===== src/rtl/muxn_pkg.sv =====
// Shared types and helpers for the registered N-input channel multiplexer.
package muxn_pkg;

    typedef enum logic {
        MODE_FIXED = 1'b0,
        MODE_RR    = 1'b1
    } mux_mode_t;

    typedef enum logic {
        EMPTY = 1'b0,
        FULL  = 1'b1
    } obuf_state_t;

    // Modulo increment that wraps correctly for non-power-of-two channel counts.
    function automatic int unsigned wrap_inc(input int unsigned v, input int unsigned n);
        return (v + 1 >= n) ? 0 : v + 1;
    endfunction

endpackage


===== src/rtl/rr_pick.sv =====
// Rotated priority encoder: first set request at or after ptr, modulo N_IN.
module rr_pick #(
    parameter  int N_IN  = 4,
    localparam int SEL_W = $clog2(N_IN)
) (
    input  logic [N_IN-1:0]  req,
    input  logic [SEL_W-1:0] ptr,
    output logic [SEL_W-1:0] grant,
    output logic             grant_ok
);

    logic [SEL_W:0] w_idx;

    always_comb begin
        grant    = '0;
        grant_ok = 1'b0;
        w_idx    = '0;
        for (int unsigned k = 0; k < N_IN; k++) begin
            w_idx = {1'b0, ptr} + (SEL_W+1)'(k);
            if (w_idx >= (SEL_W+1)'(N_IN)) begin
                w_idx = w_idx - (SEL_W+1)'(N_IN);
            end
            if (!grant_ok && req[w_idx[SEL_W-1:0]]) begin
                grant    = w_idx[SEL_W-1:0];
                grant_ok = 1'b1;
            end
        end
    end

endmodule


===== src/rtl/muxn_rr.sv =====
// Registered N-input valid/ready channel mux with fixed-select or round-robin
// arbitration; a one-entry output register reports the source channel.
module muxn_rr
    import muxn_pkg::*;
#(
    parameter  int IN_WIDTH = 7,
    parameter  int N_IN     = 4,
    localparam int SEL_W    = $clog2(N_IN)
) (
    input  logic                          clk,
    input  logic                          rst_n,
    input  logic                          mode,
    input  logic [SEL_W-1:0]              sel,
    input  logic [N_IN-1:0][IN_WIDTH-1:0] in_data,
    input  logic [N_IN-1:0]               in_valid,
    output logic [N_IN-1:0]               in_ready,
    output logic [IN_WIDTH-1:0]           out_data,
    output logic                          out_valid,
    input  logic                          out_ready,
    output logic [SEL_W-1:0]              out_src
);

    obuf_state_t          r_state;
    obuf_state_t          w_state_nxt;
    logic [IN_WIDTH-1:0]  r_data;
    logic [SEL_W-1:0]     r_src;
    logic [SEL_W-1:0]     r_ptr;

    mux_mode_t            w_mode;
    logic                 w_load_en;
    logic [SEL_W-1:0]     w_rr_grant;
    logic                 w_rr_ok;
    logic                 w_sel_in_range;
    logic                 w_fix_ok;
    logic [SEL_W-1:0]     w_grant;
    logic                 w_grant_ok;
    logic                 w_xfer;

    assign w_mode = mux_mode_t'(mode);

    rr_pick #(
        .N_IN (N_IN)
    ) u_rr_pick (
        .req      (in_valid),
        .ptr      (r_ptr),
        .grant    (w_rr_grant),
        .grant_ok (w_rr_ok)
    );

    // An out-of-range sel never serves a channel, even if the index aliases.
    assign w_sel_in_range = (32'(sel) < N_IN);
    assign w_fix_ok       = w_sel_in_range && in_valid[sel];

    always_comb begin
        w_grant    = sel;
        w_grant_ok = w_fix_ok;
        if (w_mode == MODE_RR) begin
            w_grant    = w_rr_grant;
            w_grant_ok = w_rr_ok;
        end
    end

    assign w_load_en = (r_state == EMPTY) || out_ready;
    assign w_xfer    = rst_n && w_load_en && w_grant_ok;

    always_comb begin
        in_ready = '0;
        if (w_xfer) begin
            in_ready[w_grant] = 1'b1;
        end
    end

    always_ff @(posedge clk or negedge rst_n) begin
        if (!rst_n) begin
            r_state <= EMPTY;
        end else begin
            r_state <= w_state_nxt;
        end
    end

    always_comb begin
        w_state_nxt = r_state;
        if (w_xfer) begin
            w_state_nxt = FULL;
        end else if (out_ready && (r_state == FULL)) begin
            w_state_nxt = EMPTY;
        end
    end

    always_ff @(posedge clk or negedge rst_n) begin
        if (!rst_n) begin
            r_data <= '0;
            r_src  <= '0;
            r_ptr  <= '0;
        end else if (w_xfer) begin
            r_data <= in_data[w_grant];
            r_src  <= w_grant;
            if (w_mode == MODE_RR) begin
                r_ptr <= SEL_W'(wrap_inc(32'(w_grant), N_IN));
            end
        end
    end

    assign out_valid = (r_state == FULL);
    assign out_data  = r_data;
    assign out_src   = r_src;

endmodule


===== config.mk =====
export PLATFORM = sky130hd
export DESIGN_NAME = muxn_rr
export DESIGN_NICKNAME = d
export VERILOG_FILES = /design/src/rtl/muxn_pkg.sv /design/src/rtl/rr_pick.sv /design/src/rtl/muxn_rr.sv
export SDC_FILE = /design/constraint.sdc
export NUM_CORES = 1
export LEC_CHECK = 0
export BUFFER_PORTS_ARGS = -buffer_cell sky130_fd_sc_hd__buf_2
export CAP_MARGIN = 20
export CORE_ASPECT_RATIO = 0.7
export CORE_UTILIZATION = 30
export CTS_CLUSTER_DIAMETER = 80
export DETAILED_ROUTE_END_ITERATION = 6
export SLEW_MARGIN = 40
export SYNTH_ARGS = -nofsm -noshare
export SYNTH_HDL_FRONTEND = slang
export SYNTH_SLANG_ARGS = --single-unit

===== constraint.sdc =====
create_clock -name clk -period 2.1 [get_ports clk]
set_input_delay 0.105 -clock clk [delete_from_list [all_inputs] [get_ports clk]]
set_output_delay 0.105 -clock clk [all_outputs]
set_load 0.02 [all_outputs]

==> metrics, run 1 <==
CTS sink count 12; Worst-Margin Slew 0.6141 ns; Post-Syn Area 974.7 um2; FF-to-FF End out_data[4]$_DFFE_PN0P_; Max Cap Viol 0; reg2reg path depth 5; area grow syn2layout 43.77%; core area 0.002943 mm2; number of global-route vias before repair 1055; die width 70.13 um; initial antenna violation count 0; #FFs+latches synth 12; NumNets Final 205; register area share after synthesis 30.81%; drt total wl 3.062 mm; Avg Synthesized Cell Area 9.283 um2; number of synthesized flops with an enable pin 0; Netlist cell types 39; WS Path Type reg -> out; post-route ant nets 0; largest cells by area after synthesis dfrtp_1, a221oi_1, and2_1, nand2_1, a221oi_2; leading area contributor after synthesis dfrtp_1; clk slew on worst S/H paths 0.06 ns; WP buf/inv 2; CTS root buf clkbuf_8; worst r2r src r_ptr[1]$_DFFE_PN0P_; CP max stage delay 0.46 ns; Port Buffers 51; Max Freq 0.5060 GHz; gr usage total 17.88%; ys async rst share 100.0%; status complete, no violations; max-slew violation count 0; Filler Cell Count 294; die area 0.003485 mm2; Ports 52; DRC Markers 0; clock latency on the worst-skew pair 0.25 ns; drt wl/cell 15.23 um; maximum clock skew at final layout 0.005220 ns; GPL Wtd Cong 0.8315; starting density of the core 33.12%; CP max FO 6; final setup fails 0; Yosys warning total 0; CP startpoint kind register; r2r setup slk 0.22 ns; Leakage 0.6753 nW; H-Tree Depth 1; area share of the largest cell type after synthesis 30.81%; commonest cells in the synthesized netlist nand2_1, and2_1, dfrtp_1; Hold Path Class in -> reg; Slew headroom 58.93%; register area 302.8 um2; hold-critical path depth 3; Top Family by Delay on Critical Path compound AO/OA/AOI/OAI gates; largest net degree at the start of global routing 15; multi-input logic area 638.1 um2; Post-Syn Instances 105; PD cells 870.0 mW/mm2; CTS tree yes; die height 49.69 um; layout cells sized above 1 50.91%; slowest stage cell, crit path a2111o_1; cells along the critical path nand2b_4 > a2111o_1 > nand3_4 > ha_1 > inv_1 > nor2_1 > buf_2; unrepaired setup endpoints after global routing no; CP Capture Type primary output; Via Count 1067; Final period util 94.12%; Hold Startpoint out_ready; hold endpoint out_valid$_DFFE_PN0P_; first drt pass iteration count 4; minimum clock period 1.976 ns; Critical Path RT 2.00 ns; first-iteration detailed-routing DRC count 28; setup_tns 0 ns; placed insts 191; # rows 16; HPWL Detailed 2.249 mm; Worst VDD drop 280.8 uV; Most used DFF post-synth dfrtp_1; number of diodes 0; Max Root-Sink Buffers 2; most common cell in the netlist nand2_1; Hold Violations, Final 0; via/cell ratio 5.308; global-route wire length before repair 4.726 mm; final non-filler cell total 201; GRT overflow 0; syn nets 144; WP data arrival 1.87 ns; total CTS buffers 3
-- layout by cell type, fill, tap and decap left out, types with 3 or more instances in the layout --
cell type,n
clkbuf_8,4
nor2_1,4
buf_4,11
buf_2,50
a221oi_1,9
a221oi_2,3
and2_1,12
dfrtp_1,10
nand2_1,13
a211oi_1,3
inv_1,3
o31ai_1,6
-- what timing repair did --
action	in CTS	in global routing
hold buffers	1	0
endpoints found under the setup margin	1	4
endpoints found under the hold margin	12	0
pin swaps	0	3
setup buffers	0	5
gates resized for setup	1	7
-- sequential cells by signal (all words and copies together) (netlist names) --
signal and flops:
out_src 2, out_data 7, r_ptr 2, out_valid 1
-- worst max-delay path by stage --
| stage | from | endpoint | slack [ns] | depth (start not counted) |
|---|---|---|---|---|
| after floorplan | r_ptr[1]$_DFFE_PN0P_ | in_ready[2] | 0.17 | 6 |
| after global placement | r_ptr[1]$_DFFE_PN0P_ | r_ptr[1]$_DFFE_PN0P_ | 0.30 | 5 |
| after detailed placement | r_ptr[1]$_DFFE_PN0P_ | out_data[6]$_DFFE_PN0P_ | 0.23 | 6 |
| after CTS | r_ptr[1]$_DFFE_PN0P_ | in_ready[2] | 0.007 | 7 |
| after global routing | r_ptr[1]$_DFFE_PN0P_ | in_ready[2] | 0.03 | 7 |
| final | r_ptr[1]$_DFFE_PN0P_ | in_ready[3] | 0.12 | 7 |
-- layout make-up --
class | count | share of cell area, %
Clock buffer | 4 | 3.929
Inverter | 4 | 1.250
Multi-Input combinational cell | 83 | 45.54
Sequential cell | 12 | 21.61
Tap cell | 36 | 3.214
Timing Repair Buffer | 62 | 24.46
-- metrics by stage --
stage	hold WS, ns	area [um2]	worst slack (ns)	utilization [%]	power (mW)
after floorplan	-0.1906	974.7	0.1728	-	0.7381
after global placement	0.01310	1266	0.3003	43.03	0.8821
after detailed placement	0.02186	1266	0.2272	43.03	0.8968
after CTS	0.1778	1334	0.006589	45.32	1.174
after global routing	0.1977	1401	0.02978	47.62	1.303
final	0.1788	1401	0.1236	47.62	1.219
-- where the power goes --
part           switching, mW  leakage, nW  internal, mW
combinational          0.326        0.502         0.264
clock                  0.105       0.0288         0.166
sequential            0.0509        0.145         0.307
total                  0.482        0.675         0.737
-- worst min-delay path, stage by stage --
cell and delay, ns:
buf_2 0.07, nand2b_1 0.15, nand2_1 0.06
-- logic make-up after synthesis --
logic type	synth area share, %
AOI/OAI and AO/OA	31.07
adders and majority gates	1.283
buffers and inverters	6.289
DFF	30.81
muxes	4.621
and+or+nand+nor	25.93
-- routing by layer --
layer | share of wire, % | vias to the layer above | GRT usage [%] | wire length [um]
met5 | 0 | - | 0 | 0
met2 | 43 | 39 | 27.72 | 1317
met4 | 1.7 | 0 | 8.667 | 52
met3 | 5.2 | 5 | 3.476 | 160
met1 | 50 | 503 | 23.90 | 1532
li1 | - | 520 | - | -
Note: power is estimated with default switching activity, not from simulation.
==> run 2: changes to the inputs <==
==> constraint.sdc (replaced) <==
create_clock -name clk -period 1.7 [get_ports clk]
set_input_delay 0.085 -clock clk [delete_from_list [all_inputs] [get_ports clk]]
set_output_delay 0.085 -clock clk [all_outputs]
set_load 0.02 [all_outputs]
==> run 2 against run 1 <==
  * The run now ends with setup timing left
  * Power increased by 36%
  * Clock power increased by 18%
  * Critical path depth unchanged
  * Register-to-register slack got worse by 0.41 ns
  * Clock skew decreased by 0.0020 ns
  * Via count increased by 3.0%
  * Critical endpoint unchanged
==> metrics, run 2 (synthesis gave the netlist of run 1 again) <==
Filler Cell Count 279; clk slew on worst S/H paths 0.06 ns; CTS root buf clkbuf_8; CP Capture Type primary output; Worst-Margin Slew 0.3526 ns; CTS tree yes; WS Path Type reg -> out; Ports 52; CTS sink count 12; NumNets Final 210; layout cells sized above 1 60.59%; H-Tree Depth 1; Largest register FFs 7; drt wl/cell 15.05 um; first-iteration detailed-routing DRC count 20; initial antenna violation count 0; CP max FO 6; commonest non-fill, non-tap cell in the layout buf_2; P_sw 0.6584 mW; GRT overflow 0; Max Cap Viol 0; internal power 0.9996 mW; unrepaired setup endpoints after global routing yes; global-route wire length before repair 4.954 mm; overall power 1.658 mW; DRC Markers 0; commonest cells after routing, fill and taps aside buf_2, nand2_1, and2_1; Via Count 1099; area grow syn2layout 62.77%; Sw Ratio 39.71%; starting density of the core 33.12%; total CTS buffers 3; # rows 16; via/cell ratio 5.335; largest net degree at the start of global routing 15; post-route ant nets 0; pre-CTS setup slack -0.1019 ns; max-slew violation count 0; die height 49.69 um; Clk pwr share 19.4%; drt total wl 3.100 mm; Hold Violations, Final 0; PD cells 1045 mW/mm2; Critical Path RT 1.62 ns; Worst VDD drop 352.1 uV; worst r2r src r_ptr[1]$_DFFE_PN0P_; Max Root-Sink Buffers 2; first drt pass iteration count 4; setup ws final -0.2053 ns; Max Freq 0.5248 GHz; CP startpoint r_ptr[1]$_DFFE_PN0P_; Final period util 112.1%; WP data arrival 1.82 ns; Slew headroom 76.34%; number of global-route vias before repair 1046; status finished with violations; Hold Startpoint out_ready; GPL Wtd Cong 0.8738; final cell utilization of the core 53.91%; final setup fails 12; Comb pwr share 53.9%; Hold Path Class in -> reg; maximum clock skew at final layout 0.003239 ns; minimum clock period 1.905 ns; core area 0.002943 mm2; gr usage total 18.24%; Leakage 0.7298 nW; failing checks setup timing; hold slack final 0.1581 ns; die area 0.003485 mm2; Port Buffers 51; number of diodes 0; die width 70.13 um; HPWL Detailed 2.462 mm; CP startpoint kind register; clock latency on the worst-skew pair 0.24 ns; Reg power frac 26.8%
-- run 2: changes by cell type in the layout (fill, tap and decap cells not counted), sizes merged --
| cell | previous run | this run |
|---|---|---|
| buf | 61 | 66 |
-- run 2: worst paths after layout --
| kind | endpoint | slack [ns] | cells past startpoint |
|---|---|---|---|
| max | in_ready[3] | -0.21 | 7 |
| max in group asynchronous | r_ptr[0]$_DFFE_PN0P_ | 1.19 | 3 |
| max reg2reg | out_data[0]$_DFFE_PN0P_ | -0.19 | 5 |
| min | out_valid$_DFFE_PN0P_ | 0.16 | 3 |
| min in group asynchronous | out_data[3]$_DFFE_PN0P_ | 0.32 | 3 |
| min reg2reg | out_data[2]$_DFFE_PN0P_ | 0.47 | 2 |
-- run 2: repair_timing --
| item | 4_1_cts | 5_1_grt |
|---|---|---|
| hold endpoints to repair | 12 | 0 |
| endpoints found under the setup margin | 12 | 12 |
| pin swaps | 1 | 4 |
| hold buffers | 1 | 0 |
| buffers inserted | 0 | 5 |
| resized for setup | 13 | 7 |
-- run 2: final cells by class --
| class | count | area, um2 | share of cell area (%) |
|---|---|---|---|
| clock buffer | 4 | 55.05 | 3.470 |
| inverter | 4 | 17.52 | 1.104 |
| sequential | 12 | 302.8 | 19.09 |
| timing repair buffer | 67 | 424.2 | 26.74 |
| multi-input combinational | 83 | 742.0 | 46.77 |
| tap | 36 | 45.04 | 2.839 |
-- run 2: routing by layer --
layer  GRT usage, %  vias up  share of wire (%)
met4          1.000        0               0.26
met5              0        -                  0
li1               -      533                  -
met3          5.930        2                5.2
met2          29.65       31                 47
met1          24.81      533                 48
-- run 2: worst max-delay path, stage by stage (launching register included) --
cell and delay, ns:
dfrtp_2 0.43, nand2b_4 0.17, a2111o_1 0.44, nand3_4 0.13
ha_4 0.14, inv_2 0.03, nor2_2 0.10, buf_6 0.12
-- run 2: per-stage QoR --
| stage | TNS, ns | cells | cell area, um2 |
|---|---|---|---|
| CTS | -0.9429 | 201 | 1518 |
| global route | -2.260 | 206 | 1587 |
| floorplan | -0.5674 | 105 | 1074 |
| detailed placement | -0.2711 | 196 | 1408 |
| finish | -1.577 | 206 | 1587 |
| global placement | -0.05677 | 196 | 1408 |
-- run 2: power groups by stage --
| stage | Sequential (mW) | Combinational (mW) | Clock, mW |
|---|---|---|---|
| floorplan | 0.526 | 0.465 | 0 |
| global placement | 0.440 | 0.774 | 0 |
| detailed placement | 0.446 | 0.787 | 0 |
| CTS | 0.442 | 0.824 | 0.326 |
| global route | 0.457 | 0.960 | 0.345 |
| finish | 0.444 | 0.893 | 0.321 |
==> run 3: changes to the inputs <==
--- a/config.mk
+++ b/config.mk
@@ -8,9 +8,10 @@
 export BUFFER_PORTS_ARGS = -buffer_cell sky130_fd_sc_hd__buf_2
 export CAP_MARGIN = 20
 export CORE_ASPECT_RATIO = 0.7
-export CORE_UTILIZATION = 30
+export CORE_UTILIZATION = 40
 export CTS_CLUSTER_DIAMETER = 80
 export DETAILED_ROUTE_END_ITERATION = 6
+export PLACE_DENSITY = 0.75
 export SLEW_MARGIN = 40
 export SYNTH_ARGS = -nofsm -noshare
 export SYNTH_HDL_FRONTEND = slang
==> run 3 against run 2 <==
  * The flow still finishes with violations (setup timing)
  * Sequential power up 2%
  * Setup slack got worse by 0.085 ns
  * Worst hold slack worse by 0.022 ns
  * First-iteration DRC count grew to 4.1 times the previous value
  * Critical endpoint is now in_ready[2]
==> metrics, run 3 (synthesis gave the netlist of run 1 again) <==
core area 0.002225 mm2; global-route wire length before repair 5.713 mm; Max Root-Sink Buffers 2; DRC Markers 0; layout cells sized above 1 65.92%; via/cell ratio 6.185; Hold Violations, Final 0; die width 61 um; setup ws final -0.2908 ns; GRT overflow 0; initial antenna violation count 0; final setup fails 12; Max Freq 0.5023 GHz; NumNets Final 219; internal power 1.060 mW; # rows 14; Worst-Margin Slew 0.4680 ns; GPL Wtd Cong 0.9089; Worst VDD drop 731.1 uV; failing checks setup timing; WP data arrival 1.91 ns; Leakage 0.8006 nW; Max Cap Viol 0; starting density of the core 43.81%; hold slack final 0.1357 ns; clk slew on worst S/H paths 0.09 ns; Reg power frac 24.2%; Final period util 117.1%; Port Buffers 51; post-route ant nets 0; drt total wl 4.397 mm; total CTS buffers 3; largest net degree at the start of global routing 15; Via Count 1305; number of diodes 0; status finished with violations; Sw Ratio 43.64%; CP Capture Type primary output; drt wl/cell 20.84 um; max-slew violation count 0; die height 43.30 um; first-iteration detailed-routing DRC count 81; CTS tree yes; Filler Cell Count 141; number of global-route vias before repair 1181; PD cells 1068 mW/mm2; first drt pass iteration count 4; commonest non-fill, non-tap cell in the layout buf_2; gr usage total 30.92%; Ports 52; pre-CTS setup slack -0.1204 ns; CTS root buf clkbuf_4; P_sw 0.8206 mW; CTS sink count 12; Comb pwr share 62.7%; Slew headroom 68.56%; design area 0.001760 mm2; maximum clock skew at final layout 0.01117 ns; r2r setup slk -0.23 ns; CP startpoint kind register; unrepaired setup endpoints after global routing yes; die area 0.002641 mm2; CP max FO 5; DP Area 0.001418 mm2; final cell utilization of the core 79.13%; Hold Path Class in -> reg; clock latency on the worst-skew pair 0.29 ns; area grow syn2layout 80.62%; HPWL Detailed 2.454 mm; Clk pwr share 13.1%; Critical Path RT 1.62 ns; minimum clock period 1.991 ns; commonest cells after routing, fill and taps aside buf_2, buf_4, nand2_1, and2_1, dfrtp_1; H-Tree Depth 1; Largest register FFs 7; WS Path Type reg -> out
[run 3: cell count changes in the layout (fill, tap and decap cells not counted), sizes merged]
cell and change:
buf +9
[run 3: path summary, 6_finish.rpt]
check / startpoint / end / cells past startpoint
max: r_ptr[1]$_DFFE_PN0P_ / in_ready[2] / 7
min: out_ready / out_valid$_DFFE_PN0P_ / 3
max reg2reg: r_ptr[1]$_DFFE_PN0P_ / out_data[6]$_DFFE_PN0P_ / 6
min reg2reg: out_src[0]$_DFFE_PN0P_ / out_src[0]$_DFFE_PN0P_ / 2
max in group asynchronous: rst_n / r_ptr[0]$_DFFE_PN0P_ / 3
min in group asynchronous: rst_n / out_data[1]$_DFFE_PN0P_ / 3
[run 3: power groups by stage]
stage          Sequential, mW  Combinational (mW)  Clock (mW)
2_1_floorplan           0.526               0.465           0
3_3_place_gp            0.436               0.796           0
3_5_place_dp            0.447               0.815           0
4_1_cts                 0.443               0.958       0.247
5_1_grt                 0.462                1.23       0.255
6_report                0.455                1.18       0.246
[run 3: cell type report]
class	count	area, um2	share of cell area (%)
multi-input cells	83	832.0	47.26
repair buffers	76	531.8	30.21
inverters	4	17.52	0.9950
flip-flops and latches	12	302.8	17.20
clock buffers	4	36.28	2.061
well taps	32	40.04	2.274
[run 3: worst max-delay path, stage by stage (launching register included)]
cell	delay [ns]
dfrtp_2	0.45
nand2b_4	0.16
a21o_1	0.19
a31oi_4	0.22
inv_4	0.07
or2_4	0.26
a21oi_4	0.13
buf_6	0.13
[run 3: per-layer routing]
metal	vias to the layer above	global-route usage [%]	part of all wire [%]
met5	-	0	0
met2	105	48.57	46
li1	552	-	-
met3	28	8.841	11
met1	620	38.99	37
met4	0	14.55	6.0
[run 3: repair_timing]
action | in CTS | in global routing
pin swaps | 12 | 12
setup buffers | 10 | 4
endpoints found under the hold margin | 12 | 0
setup endpoints to repair | 12 | 13
resized for setup | 19 | 26
hold buffers | 1 | 0
[run 3: metrics by stage]
step                      setup TNS, ns  std cells  power, mW
after floorplan                 -0.5674        105     0.9913
after global placement         -0.01300        194      1.232
after detailed placement        -0.4139        194      1.262
after CTS                        -2.153        209      1.648
after global routing             -2.691        211      1.947
final                            -2.350        211      1.880
